### config.mk
export PLATFORM = sky130hd
export DESIGN_NAME = button_conditioner
export DESIGN_NICKNAME = d
export VERILOG_FILES = /design/src/rtl/button_pkg.sv /design/src/rtl/debouncer.sv /design/src/rtl/button_conditioner.sv
export SDC_FILE = /design/constraint.sdc
export NUM_CORES = 1
export LEC_CHECK = 0
export CAP_MARGIN = 20
export CORE_ASPECT_RATIO = 0.9
export CORE_UTILIZATION = 49
export DETAILED_ROUTE_END_ITERATION = 8
export HOLD_SLACK_MARGIN = 0.08
export PLACE_DENSITY = 0.65
export SLEW_MARGIN = 0
export SYNTH_ARGS = -nofsm -noshare
export SYNTH_HDL_FRONTEND = slang
export SYNTH_SLANG_ARGS = --single-unit
### constraint.sdc
create_clock -name clk -period 6.6 [get_ports clk]
set_input_delay 1.65 -clock clk [delete_from_list [all_inputs] [get_ports clk]]
set_output_delay 1.65 -clock clk [all_outputs]
set_load 0.005 [all_outputs]
### src/rtl/button_pkg.sv
// Shared types and default timing for the button conditioner.
// Defaults assume a 12 MHz clock.
package button_pkg;

  typedef enum logic [1:0] {
    RELEASED,
    PRESSED_SHORT,
    PRESSED_LONG
  } button_state_t;

  localparam int DEF_DEBOUNCE_CYCLES   = 120_000;
  localparam int DEF_LONG_PRESS_CYCLES = 12_000_000;

endpackage

### src/rtl/debouncer.sv
// Single button channel: synchronizer, debounce counter,
// edge pulses and long-press FSM.
module debouncer
  import button_pkg::*;
#(
  parameter int DEBOUNCE_CYCLES   = DEF_DEBOUNCE_CYCLES,
  parameter int LONG_PRESS_CYCLES = DEF_LONG_PRESS_CYCLES
) (
  input  logic clk,
  input  logic rst,
  input  logic button,
  output logic level,
  output logic pressed,
  output logic released,
  output logic long_press
);

  localparam int CW = $clog2(LONG_PRESS_CYCLES + 1);
  localparam logic [CW-1:0] DB_LAST =
    CW'(DEBOUNCE_CYCLES - 1);
  localparam logic [CW-1:0] HOLD_LAST =
    CW'(LONG_PRESS_CYCLES - 1);

  logic [1:0]    sync;
  logic [CW-1:0] stab_cnt;
  logic [CW-1:0] hold_cnt;
  logic          level_d;
  logic          differ;
  logic          toggle;
  logic          rise;
  logic          fall;
  logic          long_next;
  button_state_t state;
  button_state_t state_next;

  assign differ = sync[1] != level;
  assign toggle = differ && (stab_cnt == DB_LAST);
  assign rise   = toggle && !level;
  assign fall   = toggle && level;

  // Synchronize the raw input and accept a level change once stable.
  always_ff @(posedge clk) begin
    if (rst) begin
      sync     <= '0;
      stab_cnt <= '0;
      level    <= 1'b0;
    end else begin
      sync <= {sync[0], button};
      if (!differ) begin
        stab_cnt <= '0;
      end else if (toggle) begin
        stab_cnt <= '0;
        level    <= ~level;
      end else begin
        stab_cnt <= stab_cnt + 1'b1;
      end
    end
  end

  // Registered edge pulses, high the cycle after level toggles.
  always_ff @(posedge clk) begin
    if (rst) begin
      level_d  <= 1'b0;
      pressed  <= 1'b0;
      released <= 1'b0;
    end else begin
      level_d  <= level;
      pressed  <= level && !level_d;
      released <= !level && level_d;
    end
  end

  // Long-press next-state logic; a fall always wins over expiry.
  always_comb begin
    state_next = state;
    long_next  = 1'b0;
    unique case (state)
      RELEASED: begin
        if (rise) state_next = PRESSED_SHORT;
      end
      PRESSED_SHORT: begin
        if (fall) begin
          state_next = RELEASED;
        end else if (hold_cnt == HOLD_LAST) begin
          state_next = PRESSED_LONG;
          long_next  = 1'b1;
        end
      end
      PRESSED_LONG: begin
        if (fall) state_next = RELEASED;
      end
      default: state_next = RELEASED;
    endcase
  end

  // State register, saturating hold counter and long-press pulse.
  always_ff @(posedge clk) begin
    if (rst) begin
      state      <= RELEASED;
      hold_cnt   <= '0;
      long_press <= 1'b0;
    end else begin
      state      <= state_next;
      long_press <= long_next;
      if (state != PRESSED_SHORT) begin
        hold_cnt <= '0;
      end else if (hold_cnt != HOLD_LAST) begin
        hold_cnt <= hold_cnt + 1'b1;
      end
    end
  end

endmodule

### src/rtl/button_conditioner.sv
// N independent debounced button channels with press,
// release and long-press pulses.
module button_conditioner
  import button_pkg::*;
#(
  parameter int N_BUTTONS         = 2,
  parameter int DEBOUNCE_CYCLES   = DEF_DEBOUNCE_CYCLES,
  parameter int LONG_PRESS_CYCLES = DEF_LONG_PRESS_CYCLES
) (
  input  logic                 clk,
  input  logic                 rst,
  input  logic [N_BUTTONS-1:0] buttons,
  output logic [N_BUTTONS-1:0] level,
  output logic [N_BUTTONS-1:0] pressed,
  output logic [N_BUTTONS-1:0] released,
  output logic [N_BUTTONS-1:0] long_press
);

  for (genvar i = 0; i < N_BUTTONS; i++) begin : g_ch
    debouncer #(
      .DEBOUNCE_CYCLES  (DEBOUNCE_CYCLES),
      .LONG_PRESS_CYCLES(LONG_PRESS_CYCLES)
    ) u_ch (
      .clk       (clk),
      .rst       (rst),
      .button    (buttons[i]),
      .level     (level[i]),
      .pressed   (pressed[i]),
      .released  (released[i]),
      .long_press(long_press[i])
    );
  end

endmodule

==> results of run 1 <==
==> synthesized netlist by cell type (2+ instances only) <==
cell type / number
dfxtp_1: 114
mux2i_1: 3
inv_1: 15
and2_1: 5
nand3_1: 30
a31oi_1: 3
ha_1: 4
clkbuf_1: 11
xnor2_1: 40
nor2_1: 101
or3_1: 12
nand4b_1: 2
nor4bb_1: 3
nor4b_1: 2
buf_2: 2
buf_4: 9
nand4_1: 21
buf_6: 2
nand2b_1: 3
a21oi_1: 13
nor4_1: 10
nor3b_1: 4
xor2_1: 38
and4_1: 8
a211oi_1: 3
o31ai_1: 2
nor2b_1: 7
o21ai_0: 14
nand2_1: 37
or4_1: 6
nor3_1: 27
nand3b_1: 2
and3_1: 12
==> cells in the final DEF, fill, tap and decap left out, types with 4 or more instances in the layout <==
cell,instances
clkbuf_16,17
and2_1,5
nor3b_1,4
or4_1,6
inv_1,15
nand3_1,30
o21ai_0,14
nor2_1,101
or3_1,12
nor2b_1,7
nand4_1,21
and3_1,12
and4_1,8
clkbuf_8,7
nand2_1,37
clkdlybuf4s50_1,11
xor2_1,38
nor4_1,10
xnor2_1,40
a21oi_1,13
nor3_1,27
ha_1,4
dfxtp_1,114
==> final timing paths <==
| kind | to | startpoint | cells after the start | slack, ps |
|---|---|---|---|---|
| min reg2reg | g_ch[1].u_ch.pressed | g_ch[1].u_ch.level_d | 1 | 430 |
| max reg2reg | g_ch[0].u_ch.stab_cnt[14] | g_ch[0].u_ch.stab_cnt[9] | 5 | 3850 |
| max | g_ch[0].u_ch.stab_cnt[14] | rst | 4 | 3390 |
| min | g_ch[1].u_ch.pressed | g_ch[1].u_ch.level_d | 1 | 430 |
==> flip-flops by register name, summed over array words and instances (netlist names) <==
name	count
g_ch.u_ch.state	4
g_ch.u_ch.level	2
g_ch.u_ch.hold_cnt	48
g_ch.u_ch.pressed	2
g_ch.u_ch.long_press	2
g_ch.u_ch.level_d	2
g_ch.u_ch.released	2
g_ch.u_ch.sync	4
g_ch.u_ch.stab_cnt	48
==> logic make-up (layout without fill, tap and decap cells) <==
family                     after synthesis  in the layout  share of synthesized area
xor gates and xnor gates                78             78                      0.137
adders and majority gates                4              4                     0.0101
and+or+nand+nor                        298            298                      0.307
buffers and inverters                   39             58                     0.0397
muxes                                    3              3                    0.00603
DFF                                    114            114                      0.458
AOI/OAI and AO/OA                       37             37                     0.0420
==> critical path, cell delays in order <==
cell and delay, ps:
clkdlybuf4s50_1 860, nand2b_1 180, or2_1 630, nor2_1 120
==> per-stage QoR <==
step / cell area (um2) / util / std cells / hold slack [ps] / setup WS (ps)
global route: 5690 / 0.582 / 718 / 461 / 3200
floorplan: 4980 / - / 573 / 383 / 3960
global placement: 5110 / 0.523 / 687 / 415 / 3030
finish: 5690 / 0.582 / 718 / 429 / 3390
CTS: 5690 / 0.582 / 718 / 430 / 3380
detailed placement: 5110 / 0.523 / 687 / 420 / 2960
==> power by group through the flow <==
| stage | Combinational, mW | Sequential [mW] | Clock, mW |
|---|---|---|---|
| 6_report | 0.00812 | 0.692 | 0.873 |
| 5_1_grt | 0.00935 | 0.691 | 0.929 |
| 4_1_cts | 0.00832 | 0.691 | 0.890 |
| 3_5_place_dp | 0.00827 | 0.706 | 0 |
| 3_3_place_gp | 0.00810 | 0.706 | 0 |
| 2_1_floorplan | 0.00648 | 0.705 | 0 |
==> cell type report <==
cell class,count,area [um2]
Tap cell,126,158
Timing Repair Buffer,12,118
Inverter,15,56.3
Multi-Input combinational cell,420,2500
Fill cell,880,4090
Sequential cell,114,2280
Clock inverter,4,45.0
Clock buffer,27,533
==> per-layer routing <==
layer / GRT usage / wire [um]
met1: 0.256 / 4640
met2: 0.307 / 4230
met3: 0.0624 / 226
met4: 0.0696 / 99
met5: 0 / 0
==> metrics.md, run 1 <==
| Metric | Value |
|---|---|
| Outcome | finished clean |
| CP Launch Type | input pin |
| Biggest area consumer among synthesized cells | dfxtp_1 |
| Switching Fraction | 0.188 |
| Std cell rows | 34 |
| First-pass GRT wire length | 16500 um |
| Sw Pwr | 296 uW |
| # nets final | 588 |
| Mapped cell area | 4980 um2 |
| CTS max path bufs | 2 |
| Synth Instances | 573 |
| Number of setup buffers added after CTS | 0 |
| Layout cells sized above 1 | 0.0557 |
| CP Max Fanout | 24 |
| Via density | 5.29 |
| Final Max Slew Viols | 0 |
| Buffers added on ports | 11 |
| I/O pin count | 12 |
| Initial DRC Count | 188 |
| Largest net degree at the start of global routing | 26 |
| Vias | 3795 |
| H-Tree Depth | 4 |
| Worst Path Class, Setup | input pin to flip-flop |
| Synth Register Bits | 114 |
| Clock share of power | 0.555 |
| Syn_area_per_cell | 8.69 um2 |
| TNS Setup | 0 ps |
| Max Cap Viol | 0 |
| Largest cells by area after synthesis | dfxtp_1, nor2_1, xnor2_1 |
| Setup crit end kind | flip-flop |
| Yosys Warn Count | 0 |
| CTS tree | yes |
| Area Growth Syn to Fin | 14.3% |
| Initial antenna violation count | 0 |
| Yosys top cell area share | 0.458 |
| Skew final | 8.59 ps |
| Wire length per cell | 12.8 um |
| GRT overflow | 0 |
| Vias in the first global route | 3693 |
| Fin crit share | 0.486 |
| Root Driver | clkbuf_16 |
| Cell Int Power | 1.28 mW |
| Dominant synthesized flop cell | dfxtp_1 |
| Maximum vdd ir drop | 0.212 mV |
| Sequential share of power | 0.440 |
| Hold-fix buffers at CTS | 0 |
| RSZ-0062 raised after global routing | false |
| CTS clk-pin slew, worst paths | 50 ps |
| Post-synth cell types | 41 |
| Area of the die | 10600 um2 |
| HP Class | flip-flop to flip-flop |
| Die extent in y | 97.6 um |
| Leak Pwr | 1.74 nW |
| Gr usage total | 0.198 |
| Final wirelength | 9200 um |
| Total Power | 1.57 mW |
| TritonCTS buffer count | 17 |
| PostCTS Resize Cnt | 0 |
| Final number of setup-violating endpoints | 0 |
| Ys async rst share | 0 |
| Iteration count of the initial detailed-routing pass | 4 |
| EDFF count, synth | 0 |
| Critical path arrival | 3460 ps |
| DIE WIDTH | 108 um |
| DRC viols | 0 |
| CORE AREA | 9780 um2 |
| Worst skew pair latency | 400 ps |
| Final hold violation count | 0 |
| Tmin final | 3210 ps |
| Antenna cells | 0 |
| GP Congestion | 0.755 |
| HPWL after detailed placement | 6050 um |
| Req. time, crit path | 6850 ps |
| Max Clock Freq | 311 MHz |
| Initial core utilization | 0.509 |
| P per Cell Area | 276 nW/um2 |
| Clock sinks | 114 |
| Combinational power share | 0.005 |
| Syn nets | 581 |
| Slew HR | 0.352 |
| Antenna Nets Post-Route | 0 |
| Seq/Total Area, Yosys | 0.458 |
| Worst slew pin tran | 970 ps |
No activity file was read; power rests on OpenSTA's default activity.
==> run 2, diff against run 1 <==
--- a/config.mk
+++ b/config.mk
@@ -10,7 +10,7 @@
 export CORE_UTILIZATION = 49
 export DETAILED_ROUTE_END_ITERATION = 8
 export HOLD_SLACK_MARGIN = 0.08
-export PLACE_DENSITY = 0.65
+export PLACE_DENSITY = 0.68
 export SLEW_MARGIN = 0
 export SYNTH_ARGS = -nofsm -noshare
 export SYNTH_HDL_FRONTEND = slang
==> constraint.sdc (replaced) <==
create_clock -name clk -period 2.8 [get_ports clk]
set_input_delay 0.7 -clock clk [delete_from_list [all_inputs] [get_ports clk]]
set_output_delay 0.7 -clock clk [all_outputs]
set_load 0.005 [all_outputs]
==> run 2 against run 1 <==
Global-route usage is 0.56 points lower. Cell count is 1.5% higher. Non-clock buffer count is 10 higher. Critical endpoint is now g_ch[0].u_ch.stab_cnt[22]. Largest cell class unchanged. Largest power group unchanged.
==> metrics.md, run 2 (same netlist as run 1, synthesis figures left out) <==
| Metric | Value |
|---|---|
| Root Driver | clkbuf_16 |
| Setup slack, reg-to-reg | 480 ps |
| Worst Path Class, Setup | flip-flop to flip-flop |
| Layout cells sized above 1 | 0.0746 |
| Tmin final | 2320 ps |
| Clock sinks | 114 |
| Antenna cells | 0 |
| Setup crit end kind | flip-flop |
| CP Launch Type | flip-flop |
| Vias in the first global route | 3631 |
| HP Class | flip-flop to flip-flop |
| TNS Setup | 0 ps |
| # nets final | 598 |
| Most common cell after layout, fill and taps aside | dfxtp_1 |
| Inst Count DP | 697 |
| Req. time, crit path | 3090 ps |
| GRT overflow | 0 |
| DIE WIDTH | 108 um |
| CTS clk-pin slew, worst paths | 50 ps |
| Gr usage total | 0.192 |
| GP Congestion | 0.790 |
| Fin crit share | 0.827 |
| Largest net degree at the start of global routing | 25 |
| Antenna Nets Post-Route | 0 |
| HPWL after detailed placement | 6120 um |
| Most frequent cells in the layout | dfxtp_1, nor2_1, xnor2_1, xor2_1, nand2_1 |
| Slew HR | 0.470 |
| Leak Pwr | 1.79 nW |
| CP Max Fanout | 24 |
| Largest stage delay, worst path | 520 ps |
| Initial core utilization | 0.509 |
| Worst skew pair latency | 410 ps |
| Outcome | finished clean |
| P per Cell Area | 656 nW/um2 |
| Initial DRC Count | 189 |
| Worst slew pin tran | 795 ps |
| Max Clock Freq | 432 MHz |
| Area of the die | 10600 um2 |
| Crit-path cells | or4b_1 -> or4_4 -> nor4_4 -> or2_1 -> buf_4 -> nor2_1 |
| Final number of setup-violating endpoints | 0 |
| Biggest regs | g_ch.u_ch.hold_cnt x48, g_ch.u_ch.stab_cnt x48 |
| RSZ-0062 raised after global routing | false |
| Final hold violation count | 0 |
| Initial antenna violation count | 0 |
| Worst path slowest cell | or4b_1 |
| Via density | 5.24 |
| Fillcell total | 857 |
| CTS max path bufs | 2 |
| First-pass GRT wire length | 16100 um |
| Number of setup buffers added after CTS | 0 |
| Critical path arrival | 2600 ps |
| Hold Slack | 414 ps |
| Buffers added on ports | 11 |
| DRC viols | 0 |
| Final Max Slew Viols | 0 |
| Final std cells w/o fill | 729 |
| CTS tree | yes |
| H-Tree Depth | 4 |
| Total Power | 3.80 mW |
| I/O pin count | 12 |
| PostCTS Resize Cnt | 0 |
| Skew final | 5.36 ps |
| Std cell rows | 34 |
| Iteration count of the initial detailed-routing pass | 5 |
| Vias | 3817 |
| Wire length per cell | 12.5 um |
| Final wirelength | 9130 um |
| Hold-fix buffers at CTS | 0 |
| TritonCTS buffer count | 17 |
| Maximum vdd ir drop | 0.449 mV |
| Max Cap Viol | 0 |
| CORE AREA | 9780 um2 |
| Area Growth Syn to Fin | 16.2% |
| Die extent in y | 97.6 um |
## run 2: cell types whose count changed in the layout (fill, tap and decap cells not counted)
cell	before	now
bufinv_16	1	3
buf_4	1	11
clkbuf_1	3	2
clkbuf_8	7	2
clkinv_2	3	6
clkinvlp_4	0	2
## run 2: layout make-up
type / instances / area [um2] / share of cell area
clock inverters: 11 / 135 / 0.0234
inverters: 15 / 56.3 / 0.00973
repair buffers: 22 / 193 / 0.0333
multi-input cells: 420 / 2500 / 0.432
flip-flops and latches: 114 / 2280 / 0.395
well taps: 126 / 158 / 0.0273
clock buffers: 21 / 460 / 0.0796
## run 2: per-stage QoR
step | util | worst slack, ps | area [um2]
4_1_cts | 0.591 | 462 | 5780
3_5_place_dp | 0.530 | 481 | 5190
6_report | 0.591 | 483 | 5780
3_3_place_gp | 0.530 | 502 | 5190
5_1_grt | 0.591 | 340 | 5780
2_1_floorplan | - | 604 | 4980
## run 2: power by group
group	internal (mW)	switching, mW
Clock	1.43	0.714
Sequential	1.63	0.00173
Combinational	0.00872	0.0120
Total	3.07	0.727
## run 2: critical path: cells and delay by family, from the launching register on
kind | cells | cell delay [ps]
flip-flops | 1 | 350
AND/OR/NAND/NOR | 5 | 1610
buffers and inverters | 1 | 240
## run 2: metal layers
metal | global-route usage | wire [um]
met1 | 0.244 | 4570
met2 | 0.303 | 4190
met3 | 0.0543 | 257
met4 | 0.0811 | 108
met5 | 0 | 0
## run 2: path summary, 6_finish.rpt
check,start,to,cells after the start
worst max register to register,g_ch[0].u_ch.stab_cnt[9],g_ch[0].u_ch.stab_cnt[22],6
worst max-delay path,g_ch[0].u_ch.stab_cnt[9],g_ch[0].u_ch.stab_cnt[22],6
worst min register to register,g_ch[0].u_ch.level_d,g_ch[0].u_ch.pressed,1
worst min-delay path,g_ch[0].u_ch.level_d,g_ch[0].u_ch.pressed,1
==> run 3, diff against run 2 <==
==> constraint.sdc (replaced) <==
create_clock -name clk -period 1.95 [get_ports clk]
set_input_delay 0.4875 -clock clk [delete_from_list [all_inputs] [get_ports clk]]
set_output_delay 0.4875 -clock clk [all_outputs]
set_load 0.005 [all_outputs]
==> run 3 against run 2 <==
The run now ends with setup timing left. Critical path depth unchanged. Count of clock-buffer cells in the layout unchanged. Cell area increased by 7.1%. Sequential share of layout area decreased by 2.5 points. Largest power group unchanged. Flip-flop and latch count unchanged. Worst hold slack got worse by 3.1 ps. Global-route usage increased by 1.2 points. Register-to-register slack got worse by 550 ps. Fmax increased by 15%. Clock skew increased by 4.1 ps. Clock power increased by 56%.
==> metrics.md, run 3 (same netlist as run 1, synthesis figures left out) <==
| Metric | Value |
|---|---|
| Worst path slowest cell | or4b_1 |
| Layout cells sized above 1 | 0.150 |
| Vias | 4002 |
| Skew final | 9.51 ps |
| Critical path arrival | 2300 ps |
| Buffers added on ports | 11 |
| HP Class | flip-flop to flip-flop |
| Setup slack, reg-to-reg | -60 ps |
| Tmin final | 2010 ps |
| Wire length per cell | 13.1 um |
| Fin crit share | 1.03 |
| TritonCTS buffer count | 17 |
| H-Tree Depth | 4 |
| Pre-CTS WS | -47.3 ps |
| Most common cell after layout, fill and taps aside | dfxtp_1 |
| Std cell rows | 34 |
| Biggest regs | g_ch.u_ch.hold_cnt x48, g_ch.u_ch.stab_cnt x48 |
| Area of the die | 10600 um2 |
| Initial DRC Count | 192 |
| CP Max Fanout | 24 |
| First-pass GRT wire length | 17000 um |
| # nets final | 629 |
| Leak Pwr | 2.00 nW |
| Via density | 5.27 |
| CORE AREA | 9780 um2 |
| GP Congestion | 0.763 |
| Vias in the first global route | 3788 |
| TNS Setup | -1320 ps |
| Final number of setup-violating endpoints | 27 |
| Req. time, crit path | 2240 ps |
| Final hold violation count | 0 |
| Largest net degree at the start of global routing | 25 |
| Gr usage total | 0.204 |
| Util after Layout | 0.633 |
| Failing checks | setup timing |
| Die extent in y | 97.6 um |
| Worst Path Class, Setup | flip-flop to flip-flop |
| Hold Slack | 411 ps |
| Most frequent cells in the layout | dfxtp_1, nor2_1, xnor2_1, xor2_1 |
| Initial core utilization | 0.509 |
| Outcome | finished, violations left |
| P per Cell Area | 926 nW/um2 |
| Slew HR | 0.699 |
| Final Max Slew Viols | 0 |
| Inst Count DP | 721 |
| Final std cells w/o fill | 760 |
| Largest stage delay, worst path | 510 ps |
| Clock sinks | 114 |
| Antenna Nets Post-Route | 0 |
| Crit-path cells | or4b_1 -> or4_4 -> nor4_4 -> or2_1 -> buf_12 -> nor2_1 |
| Max Cap Viol | 0 |
| CP Launch Type | flip-flop |
| CTS tree | yes |
| Max Clock Freq | 497 MHz |
| CTS max path bufs | 2 |
| Initial antenna violation count | 0 |
| GRT overflow | 0 |
| Maximum vdd ir drop | 0.722 mV |
| Root Driver | clkbuf_16 |
| I/O pin count | 12 |
| CTS clk-pin slew, worst paths | 50 ps |
| Iteration count of the initial detailed-routing pass | 4 |
| Final wirelength | 9990 um |
| Antenna cells | 0 |
| HPWL after detailed placement | 6370 um |
| Worst slew pin tran | 447 ps |
| Setup crit end kind | flip-flop |
| Hold-fix buffers at CTS | 0 |
| Worst skew pair latency | 410 ps |
| Fin worst setup slack | -62.2 ps |
| DRC viols | 0 |
| DIE WIDTH | 108 um |
| RSZ-0062 raised after global routing | true |
| Area Growth Syn to Fin | 24.4% |
[run 3: final timing paths]
path	startpoint	to	cells after the start
setup / recovery	g_ch[0].u_ch.stab_cnt[9]	g_ch[0].u_ch.stab_cnt[9]	6
hold / removal	g_ch[0].u_ch.level_d	g_ch[0].u_ch.pressed	1
setup reg to reg	g_ch[0].u_ch.stab_cnt[9]	g_ch[0].u_ch.stab_cnt[9]	6
hold reg to reg	g_ch[0].u_ch.level_d	g_ch[0].u_ch.pressed	1
[run 3: per-layer routing]
metal / share of wire / global-route usage / vias up
li1: - / - / 2059
met1: 0.48 / 0.254 / 1888
met2: 0.48 / 0.327 / 43
met3: 0.033 / 0.0630 / 12
met4: 0.011 / 0.0811 / 0
met5: 0 / 0 / -
[run 3: worst max-delay path, delay by kind of cell (launching register included)]
family	cells	cell delay, ps
DFF	1	310
and+or+nand+nor	5	1430
buffers and inverters	1	170
[run 3: final cells by class]
cell class,count,area [um2]
tap,126,158
timing repair buffer,53,479
clock inverter,11,183
fill,788,3590
inverter,15,56.3
multi-input combinational,420,2570
clock buffer,21,460
sequential,114,2290
[run 3: where the power goes]
group | total [mW] | switching [mW] | leakage (nW) | internal, mW
combinational | 0.0390 | 0.0203 | 0.763 | 0.0187
sequential | 2.34 | 0.00247 | 0.921 | 2.34
clock | 3.36 | 1.04 | 0.317 | 2.32
total | 5.74 | 1.06 | 2.00 | 4.68
[run 3: timing repair]
action,4_1_cts,5_1_grt
resized for setup,3,15
gates cloned,0,1
setup endpoints to repair,27,43
pin swaps,2,2
buffers inserted,0,6
[run 3: metrics by stage]
step	instance area, um2	power, mW
finish	6190	5.74
global route	6190	5.90
CTS	6080	5.79
detailed placement	5430	2.43
global placement	5430	2.43
floorplan	4990	2.41
